==> src/rtl/riscv_pkg.sv <==
// Shared definitions for the instruction-fetch slice of the 5-stage RISC-V core.
//   XLEN          : default data/address width
//   NOP_INSTR     : canonical NOP (addi x0, x0, 0) used for bubbles and flushes
//   fetch_entry_t : one fetched instruction together with the PC it came from
package riscv_pkg;

  localparam int          XLEN      = 32;
  localparam logic [31:0] NOP_INSTR = 32'h0000_0013;

  typedef struct packed {
    logic [XLEN-1:0] pc;
    logic [31:0]     instr;
  } fetch_entry_t;

endpackage

==> src/rtl/fetch_fifo.sv <==
// Circular response buffer holding fetched {pc, instr} entries in order.
//   clk, rst_n   : clock, asynchronous active-low reset
//   push / wdata : enqueue an entry (accepted when not full, or full with pop)
//   pop / rdata  : dequeue the head; rdata always shows the current head
//   clear        : empty the buffer; takes priority over push and pop
//   count, full, empty : occupancy status
module fetch_fifo
  import riscv_pkg::*;
#(
  parameter int DEPTH = 2
) (
  input  logic                         clk,
  input  logic                         rst_n,
  input  logic                         push,
  input  logic                         pop,
  input  logic                         clear,
  input  fetch_entry_t                 wdata,
  output fetch_entry_t                 rdata,
  output logic [$clog2(DEPTH+1)-1:0]   count,
  output logic                         full,
  output logic                         empty
);

  localparam int CW = $clog2(DEPTH + 1);
  localparam int PW = (DEPTH > 1) ? $clog2(DEPTH) : 1;

  fetch_entry_t  mem_r [DEPTH];
  logic [PW-1:0] rd_ptr_r;
  logic [PW-1:0] wr_ptr_r;
  logic [CW-1:0] count_r;
  logic          do_push;
  logic          do_pop;

  // Pointers wrap explicitly so DEPTH need not be a power of two.
  function automatic logic [PW-1:0] ptr_inc(input logic [PW-1:0] p);
    if (p == PW'(DEPTH - 1)) return '0;
    else                     return p + PW'(1);
  endfunction

  assign empty   = (count_r == '0);
  assign full    = (count_r == CW'(DEPTH));
  assign count   = count_r;
  assign rdata   = mem_r[rd_ptr_r];
  assign do_pop  = pop && !empty;
  // A push into a full buffer is legal when the head leaves in the same cycle.
  assign do_push = push && (!full || do_pop);

  // Entry storage; data path only, no reset needed.
  always_ff @(posedge clk) begin
    if (do_push && !clear) mem_r[wr_ptr_r] <= wdata;
  end

  // Pointer and occupancy bookkeeping.
  always_ff @(posedge clk or negedge rst_n) begin
    if (!rst_n) begin
      rd_ptr_r <= '0;
      wr_ptr_r <= '0;
      count_r  <= '0;
    end else if (clear) begin
      rd_ptr_r <= '0;
      wr_ptr_r <= '0;
      count_r  <= '0;
    end else begin
      if (do_push) wr_ptr_r <= ptr_inc(wr_ptr_r);
      if (do_pop)  rd_ptr_r <= ptr_inc(rd_ptr_r);
      case ({do_push, do_pop})
        2'b10:   count_r <= count_r + CW'(1);
        2'b01:   count_r <= count_r - CW'(1);
        default: count_r <= count_r;
      endcase
    end
  end

endmodule

==> src/rtl/fetch_unit_checker.sv <==
// Structural invariants of the fetch unit.
//   count, inflight : buffered entries and outstanding memory requests
//   full, req_valid : buffer full flag and the outgoing request valid
module fetch_unit_checker #(
  parameter int BUF_DEPTH = 2
) (
  input logic                             clk,
  input logic                             rst_n,
  input logic [$clog2(BUF_DEPTH+1)-1:0]   count,
  input logic [$clog2(BUF_DEPTH+1)-1:0]   inflight,
  input logic                             full,
  input logic                             req_valid
);

  occupancy_bound: assert property (@(posedge clk) disable iff (!rst_n)
    (int'(count) + int'(inflight)) <= BUF_DEPTH);

  full_blocks_request: assert property (@(posedge clk) disable iff (!rst_n)
    full |-> !req_valid);

endmodule

==> src/rtl/fetch_unit.sv <==
// Instruction-fetch front end: owns the fetch PC, issues ready/valid requests,
// buffers in-order responses and drives the IF/ID register under the hazard
// unit's stall_f / stall_d / flush_d commands.
//   stall_f, stall_d, flush_d, pc_target_e : hazard controls and redirect target
//   imem_req_*  : request channel (valid/ready, word-aligned address)
//   imem_rsp_*  : response channel (in order, always accepted)
//   instr_d, pc_d, pc_plus4_d, valid_d : IF/ID register outputs
module fetch_unit
  import riscv_pkg::*;
#(
  parameter int              XLEN      = 32,
  parameter logic [XLEN-1:0] RESET_PC  = 32'h0000_0000,
  parameter int              BUF_DEPTH = 2
) (
  input  logic            clk,
  input  logic            rst_n,
  input  logic            stall_f,
  input  logic            stall_d,
  input  logic            flush_d,
  input  logic [XLEN-1:0] pc_target_e,
  output logic            imem_req_valid,
  output logic [XLEN-1:0] imem_req_addr,
  input  logic            imem_req_ready,
  input  logic            imem_rsp_valid,
  input  logic [31:0]     imem_rsp_data,
  output logic [31:0]     instr_d,
  output logic [XLEN-1:0] pc_d,
  output logic [XLEN-1:0] pc_plus4_d,
  output logic            valid_d
);

  localparam int CW = $clog2(BUF_DEPTH + 1);
  localparam int PW = (BUF_DEPTH > 1) ? $clog2(BUF_DEPTH) : 1;

  logic [XLEN-1:0] pc_f_r;
  logic [CW-1:0]   inflight_r;
  logic [CW-1:0]   drop_r;
  logic [XLEN-1:0] pcq_r [BUF_DEPTH];
  logic [PW-1:0]   pcq_wr_r;
  logic [PW-1:0]   pcq_rd_r;

  logic [CW-1:0]   count;
  logic            full;
  logic            empty;
  fetch_entry_t    head;
  fetch_entry_t    rsp_entry;
  fetch_entry_t    d_src;
  logic            room;
  logic            req_fire;
  logic            rsp_keep;
  logic            fifo_push;
  logic            fifo_pop;
  logic            load_d;
  logic            bypass;

  function automatic logic [PW-1:0] ptr_inc(input logic [PW-1:0] p);
    if (p == PW'(BUF_DEPTH - 1)) return '0;
    else                         return p + PW'(1);
  endfunction

  // Outstanding requests count against buffer space so every response has a slot.
  assign room           = ({1'b0, inflight_r} + {1'b0, count}) < (CW+1)'(BUF_DEPTH);
  assign imem_req_valid = rst_n && !stall_f && !flush_d && room;
  assign imem_req_addr  = pc_f_r;
  assign req_fire       = imem_req_valid && imem_req_ready;

  assign rsp_entry.pc    = pcq_r[pcq_rd_r];
  assign rsp_entry.instr = imem_rsp_data;
  assign d_src           = bypass ? rsp_entry : head;

  // Steer each response into the buffer or straight into IF/ID.
  always_comb begin
    fifo_push = 1'b0;
    fifo_pop  = 1'b0;
    load_d    = 1'b0;
    bypass    = 1'b0;
    // Responses owed to a squashed path, or landing on a flush, are discarded.
    rsp_keep  = imem_rsp_valid && (drop_r == '0) && !flush_d;
    if (flush_d) begin
      fifo_push = 1'b0;
    end else if (stall_d) begin
      fifo_push = rsp_keep;
    end else if (!empty) begin
      fifo_pop  = 1'b1;
      fifo_push = rsp_keep;
      load_d    = 1'b1;
    end else if (rsp_keep) begin
      load_d = 1'b1;
      bypass = 1'b1;
    end else begin
      load_d = 1'b0;
    end
  end

  fetch_fifo #(.DEPTH(BUF_DEPTH)) u_fifo (
    .clk   (clk),
    .rst_n (rst_n),
    .push  (fifo_push),
    .pop   (fifo_pop),
    .clear (flush_d),
    .wdata (rsp_entry),
    .rdata (head),
    .count (count),
    .full  (full),
    .empty (empty)
  );

  // Fetch PC, outstanding-request and squash counters.
  always_ff @(posedge clk or negedge rst_n) begin
    if (!rst_n) begin
      pc_f_r     <= RESET_PC;
      inflight_r <= '0;
      drop_r     <= '0;
    end else begin
      case ({req_fire, imem_rsp_valid})
        2'b10:   inflight_r <= inflight_r + CW'(1);
        2'b01:   inflight_r <= inflight_r - CW'(1);
        default: inflight_r <= inflight_r;
      endcase
      // Everything still outstanding after this cycle belongs to the old path.
      if (flush_d)
        drop_r <= inflight_r - (imem_rsp_valid ? CW'(1) : CW'(0));
      else if (imem_rsp_valid && (drop_r != '0))
        drop_r <= drop_r - CW'(1);
      if (flush_d)       pc_f_r <= pc_target_e;
      else if (req_fire) pc_f_r <= pc_f_r + XLEN'(4);
    end
  end

  // PC queue storage, written at request handshake.
  always_ff @(posedge clk) begin
    if (req_fire) pcq_r[pcq_wr_r] <= pc_f_r;
  end

  // PC queue pointers; every response (kept or dropped) retires one entry.
  always_ff @(posedge clk or negedge rst_n) begin
    if (!rst_n) begin
      pcq_wr_r <= '0;
      pcq_rd_r <= '0;
    end else begin
      if (req_fire)       pcq_wr_r <= ptr_inc(pcq_wr_r);
      if (imem_rsp_valid) pcq_rd_r <= ptr_inc(pcq_rd_r);
    end
  end

  // IF/ID pipeline register: flush > stall > advance.
  always_ff @(posedge clk or negedge rst_n) begin
    if (!rst_n) begin
      instr_d    <= NOP_INSTR;
      pc_d       <= '0;
      pc_plus4_d <= '0;
      valid_d    <= 1'b0;
    end else if (flush_d) begin
      instr_d <= NOP_INSTR;
      valid_d <= 1'b0;
    end else if (stall_d) begin
      valid_d <= valid_d;
    end else if (load_d) begin
      instr_d    <= d_src.instr;
      pc_d       <= d_src.pc;
      pc_plus4_d <= d_src.pc + XLEN'(4);
      valid_d    <= 1'b1;
    end else begin
      instr_d <= NOP_INSTR;
      valid_d <= 1'b0;
    end
  end

  fetch_unit_checker #(.BUF_DEPTH(BUF_DEPTH)) u_chk (
    .clk       (clk),
    .rst_n     (rst_n),
    .count     (count),
    .inflight  (inflight_r),
    .full      (full),
    .req_valid (imem_req_valid)
  );

endmodule
==> config.mk <==
export PLATFORM = sky130hd
export DESIGN_NAME = fetch_unit
export DESIGN_NICKNAME = d
export VERILOG_FILES = /design/src/rtl/riscv_pkg.sv /design/src/rtl/fetch_fifo.sv /design/src/rtl/fetch_unit_checker.sv /design/src/rtl/fetch_unit.sv
export SDC_FILE = /design/constraint.sdc
export NUM_CORES = 1
export LEC_CHECK = 0
export ABC_AREA = 1
export BUFFER_PORTS_ARGS = -buffer_cell sky130_fd_sc_hd__buf_2
export CAP_MARGIN = 20
export CORE_MARGIN = 5
export CORE_UTILIZATION = 35
export DETAILED_ROUTE_END_ITERATION = 10
export MAX_ROUTING_LAYER = met4
export PLACE_DENSITY = 0.64
export RECOVER_POWER = 100
export SYNTH_ARGS = -nofsm -noshare
export SYNTH_HDL_FRONTEND = slang
export SYNTH_SLANG_ARGS = --single-unit
==> constraint.sdc <==
create_clock -name clk -period 6.75 [get_ports clk]
set_input_delay 0 -clock clk [delete_from_list [all_inputs] [get_ports clk]]
set_output_delay 0 -clock clk [all_outputs]
set_load 0.05 [all_outputs]
; ---- Yosys cells after proc, flatten, opt, wreduce, memory -nomap -nowiden
; Memory sizes are Yosys's and may differ from the RTL's.
; Index checks and enable logic that the tools add are counted.
[totals]
wordCells = 101
n_memories = 2
in_bits = 71
register_bits = 139
ram_bits = 192
[classes]
reduce_logical = 25
n_eq_ne = 6
addsub = 13
n_mux = 40
bitwise = 2
n_lt_le_gt_ge = 1
[memory_table]
columns = name, words, word_bits, rd, rd_clocked_by_memory_dff, write_ports, line_no
row1 = u_fifo.mem_r, 2, 64, 1, 0, 1, fetch_fifo.sv:27  ; fetch_entry_t mem_r [DEPTH];
row2 = pcq_r, 2, 32, 1, 0, 1, fetch_unit.sv:38  ; logic [XLEN-1:0] pcq_r [BUF_DEPTH];
[op_table]
columns = operator, n
row1 = $mux W32, 5
row2 = $add A32 B3 Y32 const B, 2
row3 = $mux W64, 1
row4 = $mux W1, 29
row5 = $reduce_bool A2 Y1, 6
row6 = $logic_and A1 B1 Y1, 10
row7 = $pmux W2 S2, 2
row8 = $eq A2 B2 Y1 const B, 3
row9 = $mux W2, 3
row10 = $sub A2 B1 Y2 const B, 3
row11 = $add A1 B1 Y1 const B, 4
row12 = $add A2 B1 Y2 const B, 2
row13 = $eq A2 B1 Y1 const B, 2
row14 = $logic_not A1 Y1, 4
row15 = $logic_not A2 Y1, 2
row16 = $add A2 B2 Y3, 1
row17 = $lt A3 B2 Y1 const B, 1
row18 = $reduce_and A3 Y1, 1
row19 = $reduce_bool A3 Y1, 1
row20 = $ne A2 B1 Y1 const B, 1
row21 = $not A1 Y1, 2
row22 = $sub A2 B1 Y2, 1
row23 = $logic_or A1 B1 Y1, 1

; ---- Depth between registers and ports, before layout
; Gate-level depths: netlist (run 1).
[depth]
ltp_word = 11
depth_mapped = 18

; ---- By module
; Synthesis (run 1) repeated with hierarchy kept, for this count alone.
[unflattened]
cells_unflattened = 1666
area_unflattened_um2 = 15295.9
[modules_own_cells]
columns = mod, area_each_um2, cells_each, instances
row1 = fetch_unit, 10387.5, 1292, 1
row2 = fetch_fifo, 4908.5, 374, 1

; ---- Worst setup path after synthesis (run 1)
; Ideal clock, no wire load.
[synth_path]
kind = register to register
start = register u_fifo.count_r[1], in the netlist u_fifo.count[1]
end = memory pcq_r[0][0], enable pin
synth_period_minus_slack_ns = 5.220
setup_slack_ns = 1.530
t_arrival_ns = 4.799
n_path_buf = 1
required_time_ns = 6.329
stages_incl_launch_ff = 8
setup_ns = 0.421
path_cell_list = dfrtp_1 inv_2 fa_1 inv_1 nor4_1 nand2_1 clkbuf_1 nor2_1
[synth_via]
elab_chain_cells = 6
[synth_lines]
columns = item, line_no
row1 = from (decl), fetch_fifo.sv:30  ; logic [CW-1:0] count_r;
row2 = from (signal assigned), fetch_fifo.sv:67  ; 2'b10: count_r <= count_r + CW'(1);
row3 = from (signal assigned), fetch_fifo.sv:68  ; 2'b01: count_r <= count_r - CW'(1);
row4 = from (signal assigned), fetch_fifo.sv:69  ; default: count_r <= count_r;
row5 = $add A2 B2 Y3, fetch_unit.sv:62  ; assign room = ({1'b0, inflight_r} + {1'b0, count}) < (CW+1)'(BUF_DEPTH);
row6 = $lt A3 B2 Y1, fetch_unit.sv:62
row7 = $logic_and A1 B1 Y1, fetch_unit.sv:63  ; assign imem_req_valid = rst_n && !stall_f && !flush_d && room;
row8 = net imem_req_valid, fetch_unit.sv:21  ; output logic imem_req_valid,
row9 = $logic_and A1 B1 Y1, fetch_unit.sv:65  ; assign req_fire = imem_req_valid && imem_req_ready;
row10 = $mux W1, fetch_unit.sv:132  ; if (req_fire) pcq_r[pcq_wr_r] <= pc_f_r;
row11 = $mux W1 (implied by the code), fetch_unit.sv:132
row12 = to (decl), fetch_unit.sv:38
; The timed path passes the listed nets, and every way through them passes these cells.

; ---- Worst setup path in the final report (run 1)
[layout_path]
start = register u_fifo.rd_ptr_r
end = register pc_plus4_d[29]
[layout_via]
elab_chain_cells = 3
[layout_lines]
columns = item, line_no
row1 = from (decl), fetch_fifo.sv:28  ; logic [PW-1:0] rd_ptr_r;
row2 = from (signal assigned), fetch_fifo.sv:65  ; if (do_pop) rd_ptr_r <= ptr_inc(rd_ptr_r);
row3 = $mem_v2 Z2 W64, -
row4 = $mux W64, fetch_unit.sv:69  ; assign d_src = bypass ? rsp_entry : head;
row5 = $add A32 B3 Y32, fetch_unit.sv:161  ; pc_plus4_d <= d_src.pc + XLEN'(4);
row6 = to (signal assigned), fetch_unit.sv:161
row7 = to (decl), fetch_unit.sv:28  ; output logic [XLEN-1:0] pc_plus4_d,
; Every way passes these cells.
; A chain may end at the register's enable or synchronous reset.

==> impl_metrics.py, run 1 <==
metrics = {
    "status": {
        "outcome": "complete, but fails checks",
        "failed_checks": "capacitance limit, slew limit",
    },
    "routing": {
        "first_pass_iters": 7,
        "routed_wl_um": 43300,
        "drtAntennaViolNets": 0,
        "via_per_inst": 4.87,
        "drt_iter0_markers": 1061,
        "wl_per_cell_um": 16.9,
        "vias": 12461,
        "drcViolationCount": 0,
    },
    "placed_design": {
        "hpwlAfterDp_um": 29900,
        "dp_cells": 2426,
        "globalplace.congestion": 0.923,
        "pre_cts_slack_ns": 3.31,
        "io_buffers": 200,
    },
    "setup_path": {
        "slowest_delay_ns": 1.58,
        "rr_endpoint": "pc_plus4_d[29]",
        "crit_end": "pc_plus4_d[29]",
        "end_kind": "flip-flop",
        "cp.depth": 14,
        "r2r_slack_ns": 2.01,
        "arrival_ns": 5.15,
        "critPathMostFrequentCell": "nand2_1",
        "critical_path.top_delay_family": "buffers and inverters",
        "start_kind": "flip-flop",
        "worstSetupPathType": "flip-flop to flip-flop",
        "rr_worst_depth": 14,
        "worstSetupStartpoint": "u_fifo.rd_ptr_r",
        "path_buf_inv": 4,
        "slowest_stage": "clkbuf_1",
        "path_cells": "buf_4 -> inv_1 -> clkbuf_1 -> nand2_1 -> nand2_1 -> inv_1 -> nand2_1 -> o21ai_0 -> nor2_1 -> nand2_1 -> nor2_1 -> nand4_1 -> nand2_1 -> nand3_1",
        "required_ns": 7.16,
        "crit_fanout": 63,
        "reg2reg_from": "u_fifo.rd_ptr_r",
    },
    "cells_and_area": {
        "drive_gt1_share_pct": 7.72,
        "diodes": 0,
        "fin_util_pct": 42.1,
        "area_growth_pct": 19.4,
        "final_cells": 2560,
        "final_nets": 2017,
    },
    "synthesis": {
        "synth_adder_area_share_pct": 0.451,
        "ys_types": 45,
        "ys.flop_type": "edfxtp_1",
        "ys_seq_elements": 329,
        "synthMuxAreaShare_pct": 0.129,
        "synth-xor-area-share_pct": 1.69,
        "synth_top_family_by_area": "simple AND/OR/NAND/NOR gates",
        "netlist.area_leader.share_pct": 37.1,
        "async_reset_ff_share_pct": 41.6,
        "synth_edf_count": 192,
        "seq_area_frac_synth_pct": 59.2,
        "synth-simple-area-share_pct": 25.1,
        "synth_compound_area_share_pct": 7.20,
        "synth.most_common_cell": "nand2_1",
        "yosys-top-cells-area": "edfxtp_1, dfrtp_1, nand2_1, nor2_1, nand3_1",
        "ys.warnings.count": 0,
        "mappedNetlistArea_um2": 15500,
        "synth_area_per_cell_um2": 9.16,
        "syn_nets": 1772,
        "synth_common_cells": "nand2_1, edfxtp_1, nor2_1",
        "netlist_instances": 1696,
        "synth_largest_area_cell": "edfxtp_1",
    },
    "power": {
        "powerDensity_nw_per_um2": 403,
        "p_leak_uw": 0.00790,
        "peakVddDrop_v": 0.000219,
    },
    "floorplanning": {
        "io_pins": 201,
        "dieArea_um2": 48700,
        "start_util_pct": 35.3,
        "die_w_um": 221,
        "die_h_um": 221,
        "placementRows": 77,
        "core_area_um2": 44000,
    },
    "timing": {
        "timing.setup.tns_ns": 0,
        "fin_skew_ns": 0.0126,
        "worst_pin_slew_ns": 3.05,
        "whs_ns": 0.0422,
        "setup_viol": 0,
        "finalHoldViolations": 0,
        "slew-limit-headroom_pct": -103,
        "layout_setup_ws_ns": 2.01,
        "period_share_pct": 70.2,
        "slew_violations": 380,
        "timing.fmax_ghz": 0.211,
        "min_period_ns": 4.74,
        "rsz0062_at_grt": "false",
    },
    "min_path": {
        "min_path_type": "input port to flip-flop",
        "worstHoldStart": "stall_d",
        "hold_depth": 4,
    },
    "grt": {
        "grt_usage_pct": 17.9,
        "grt_max_degree": 84,
        "grt_pass1_wl_um": 67100,
        "antenna_found_initial": 0,
        "grt-ovfl-total": 0,
        "grt_pass1_vias": 11992,
    },
    "clock_tree": {
        "clock_latency_ns": 0.54,
        "htreeDepth": 2,
        "clkTransAtPathRegs_ns": 0.06,
        "post_cts_resize_count": 0,
        "clkSinkCount": 329,
        "cts_max_path_buffers": 3,
        "cts_made_buffers": 37,
        "cts_tree": "built",
        "root_buffer": "clkbuf_16",
    },
    "run": {
        "maxCapViolCount": 9,
    },
}
[metrics by stage]
step                instance area, um^2  power [uW]
floorplan                         15500        4860
global placement                  17000        5620
detailed placement                17000        5660
CTS                               18800        7620
global route                      18600        7900
finish                            18600        7480
[placed cells by master, fill, tap and decap left out, types with 10 or more instances in the layout]
cell type,netlist,final
buf_2,29,36
dfrtp_1,134,134
nand4_1,17,17
edfxtp_1,192,192
nand3_1,121,121
nand2_1,542,543
xor2_1,24,24
o21ai_0,91,99
nor2_1,176,175
inv_1,139,141
o211ai_1,42,42
o221ai_1,10,10
nor3_1,14,14
dlygate4sd3_1,0,67
nor2_2,10,13
a21oi_1,10,10
clkbuf_1,25,182
nand2_2,11,10
clkbuf_16,0,38
[kinds of logic after synthesis]
kind of cell	after synthesis
simple gates	920
flops	329
buf+inv	226
compound gates	184
xor+xnor	30
fa+ha+maj	5
mux	2
[layer usage]
layer  global-route usage [%]  wire length [um]  vias up
li1                         -                 -     6086
met1                     25.5             20200     5928
met2                     27.4             19800      381
met3                     2.33              2450       66
met4                     4.78               826        0
met5                        -                 0        -
[sequential cells by signal (all words and copies together), names as in the netlist]
name             cells
pc_plus4_d          30
pcq_wr_r             1
u_fifo.rd_ptr_r      1
pcq_r               64
drop_r               2
pc_d                32
u_fifo.mem_r       128
instr_d             32
u_fifo.count         2
valid_d              1
imem_req_addr       32
inflight_r           2
u_fifo.wr_ptr_r      1
pcq_rd_r             1
[worst min-delay path, cell delays in order]
cell	delay [ns]
buf_2	0.10
buf_4	0.26
nand3_1	0.13
nand2_1	0.05
[worst min-delay path by stage]
| stage | end | slack [ns] |
|---|---|---|
| 3_3_place_gp | instr_d[30] | -0.12 |
| 6_report | instr_d[23] | 0.04 |
| 3_5_place_dp | instr_d[30] | -0.12 |
| 2_1_floorplan | drop_r[0] | -0.30 |
| 5_1_grt | instr_d[8] | 0.06 |
| 4_1_cts | imem_req_addr[0] | 0.02 |
[power by group]
group          total (uW)  switching, uW  internal [uW]
clock network        1910            806           1100
logic                2780           2190            586
registers            2800            262           2540
total                7480           3260           4230
[cell type report]
cell class | instances | area, um^2
Multi-Input combinational cell | 1141 | 5350
Fill cell | 4396 | 25500
Timing Repair Buffer | 284 | 1560
Inverter | 148 | 556
Sequential cell | 329 | 9200
Clock buffer | 50 | 1020
Tap cell | 592 | 741
Clock inverter | 16 | 125
[repair_timing]
action	CTS	global route
hold buffers	68	0
buffers inserted	0	0
hold endpoints to repair	204	0
Note: power is estimated with default switching activity, not from simulation.
==> run 2, diff against run 1 <==
clock period = 4.8 ns   (was 6.75 ns; I/O delays follow)
==> run 2 against run 1 <==
Against the previous run:
- the flow still finishes with violations (capacitance limit, slew limit)
- clock skew shrank 0.00091 ns
- power increased by 48%
- die area did not move
- largest power group unchanged
- sequential cell count unchanged
- cell count up 0.23%
- combinational power is 40% higher
- highest routed layer unchanged
- utilization is 0.78 points higher
- via count rose by 0.43%
==> impl_metrics.py, run 2 (synthesis results as in run 1) <==
metrics = {
    "power": {
        "p_sw_share_pct": 41.4,
        "switchingPower_uw": 4580,
        "peakVddDrop_v": 0.000322,
        "power_frac_clock_pct": 29.7,
        "comb_power_share_pct": 35.0,
        "pwr-share-seq_pct": 35.3,
        "intPower_uw": 6500,
        "powerDensity_nw_per_um2": 586,
        "p_leak_uw": 0.00806,
    },
    "timing": {
        "min_period_ns": 3.67,
        "rsz0062_at_grt": "false",
        "slew-limit-headroom_pct": -44.6,
        "finalHoldViolations": 0,
        "layout_setup_ws_ns": 1.13,
        "slew_violations": 341,
        "timing.setup.tns_ns": 0,
        "setup_viol": 0,
        "fin_skew_ns": 0.0117,
        "worst_pin_slew_ns": 2.17,
        "timing.fmax_ghz": 0.273,
        "period_share_pct": 76.4,
    },
    "cells_and_area": {
        "reg.largest.list": "u_fifo.mem_r x128, pcq_r x64",
        "largest_reg_flops": 128,
        "final_common_cell": "nand2_1",
        "final_nets": 2020,
        "drive_gt1_share_pct": 8.57,
        "area_growth_pct": 21.6,
        "multi_input_area_um2": 5360,
        "final_cell_mix": "nand2_1, edfxtp_1, nor2_1",
        "register_area_um2": 9200,
        "fin_util_pct": 42.9,
        "fillers": 4270,
        "final_cells": 2566,
        "top_register": "u_fifo.mem_r",
    },
    "routing": {
        "vias": 12515,
        "first_pass_iters": 6,
        "via_per_inst": 4.88,
        "drcViolationCount": 0,
        "drt_iter0_markers": 1139,
        "wl_per_cell_um": 16.7,
        "routed_wl_um": 42800,
        "drtAntennaViolNets": 0,
    },
    "setup_path": {
        "worstSetupStartpoint": "flush_d",
        "path_cells": "clkbuf_1 -> nor2_1 -> nand2_1 -> nand2_2 -> inv_1 -> buf_4 -> a21oi_1 -> a22o_1",
        "path_buf_inv": 3,
        "arrival_ns": 4.10,
        "r2r_slack_ns": 1.15,
        "required_ns": 5.23,
        "end_kind": "flip-flop",
        "crit_fanout": 60,
        "slowest_delay_ns": 1.32,
        "critical_path.top_delay_family": "buffers and inverters",
        "reg2reg_from": "u_fifo.count[1]",
        "slowest_stage": "inv_1",
        "start_kind": "input port",
        "worstSetupPathType": "input port to flip-flop",
    },
    "floorplanning": {
        "die_h_um": 221,
        "start_util_pct": 35.3,
        "io_pins": 201,
        "placementRows": 77,
        "dieArea_um2": 48700,
        "core_area_um2": 44000,
        "die_w_um": 221,
    },
    "clock_tree": {
        "root_buffer": "clkbuf_16",
        "clkSinkCount": 329,
        "clock_latency_ns": 0.55,
        "cts_max_path_buffers": 3,
        "htreeDepth": 2,
        "cts_tree": "built",
        "cts_made_buffers": 38,
        "clkTransAtPathRegs_ns": 0.06,
    },
    "grt": {
        "antenna_found_initial": 1,
        "grt_max_degree": 89,
        "grt_pass1_vias": 11904,
        "grt_pass1_wl_um": 66300,
        "grt_usage_pct": 17.7,
        "grt-ovfl-total": 0,
    },
    "min_path": {
        "worstHoldStart": "stall_d",
        "min_path_type": "input port to flip-flop",
    },
    "placed_design": {
        "pre_cts_slack_ns": 1.29,
        "io_buffers": 200,
        "dp_cells": 2427,
        "hpwlAfterDp_um": 28900,
        "globalplace.congestion": 0.902,
    },
    "status": {
        "outcome": "complete, but fails checks",
        "failed_checks": "capacitance limit, slew limit",
    },
    "run": {
        "maxCapViolCount": 7,
    },
}
## run 2: cell types whose count changed in the layout (fill, tap and decap cells not counted), moves of 2 or more
cell	before	now
inv_6	0	2
nor2_1	175	173
nor2_2	13	15
o21ai_0	99	95
o21ai_1	6	10
clkbuf_2	0	4
clkbuf_1	182	171
bufinv_16	1	11
dlygate4sd3_1	67	69
buf_12	0	2
## run 2: power groups by stage
stage / clock (uW) / sequential (uW) / combinational (uW)
3_3_place_gp: 0 / 3930 / 3900
5_1_grt: 3490 / 3960 / 4230
4_1_cts: 3360 / 3900 / 4020
6_report: 3290 / 3910 / 3880
3_5_place_dp: 0 / 3950 / 3960
2_1_floorplan: 0 / 5100 / 1730
## run 2: through the flow
step	hold WS, ns	instance area [um^2]	power, uW
finish	0.0994	18900	11100
global route	0.106	18900	11700
CTS	0.0497	19200	11300
detailed placement	-0.179	17100	7920
global placement	-0.181	17100	7830
floorplan	-0.296	15500	6830
## run 2: cell type report
class	count	share of cell area, %
diodes	1	0.0132
clock buffers	44	5.32
clock inverters	25	2.22
inverters	148	2.94
multi-input cells	1141	28.4
flip-flops and latches	329	48.7
well taps	592	3.92
repair buffers	286	8.56
## run 2: what timing repair did
action / 4_1_cts / 5_1_grt
hold buffers: 69 / 0
setup endpoints to repair: 0 / 0
endpoints found under the hold margin: 266 / 0
buffers inserted: 0 / 0
gates resized for setup: 0 / 0
## run 2: worst paths after layout
check,endpoint,cells after the start
worst max-delay path,pc_plus4_d[5],8
worst min-delay path,instr_d[20],3
worst max register to register,imem_req_addr[20],9
worst min register to register,pc_plus4_d[11],2
max in group asynchronous,u_fifo.rd_ptr_r,3
min in group asynchronous,instr_d[23],3
## run 2: tightest hold or removal path: cells and delay by family
family,cells,cell delay (ns)
buffers and inverters,1,0.36
AND/OR/NAND/NOR,2,0.24
## run 2: routing by layer
metal | vias up | share of wire, % | track usage, %
met5 | - | 0 | -
met2 | 427 | 45 | 26.3
met4 | 0 | 2.1 | 4.34
li1 | 6085 | - | -
met1 | 5936 | 47 | 25.5
met3 | 67 | 6.2 | 2.93
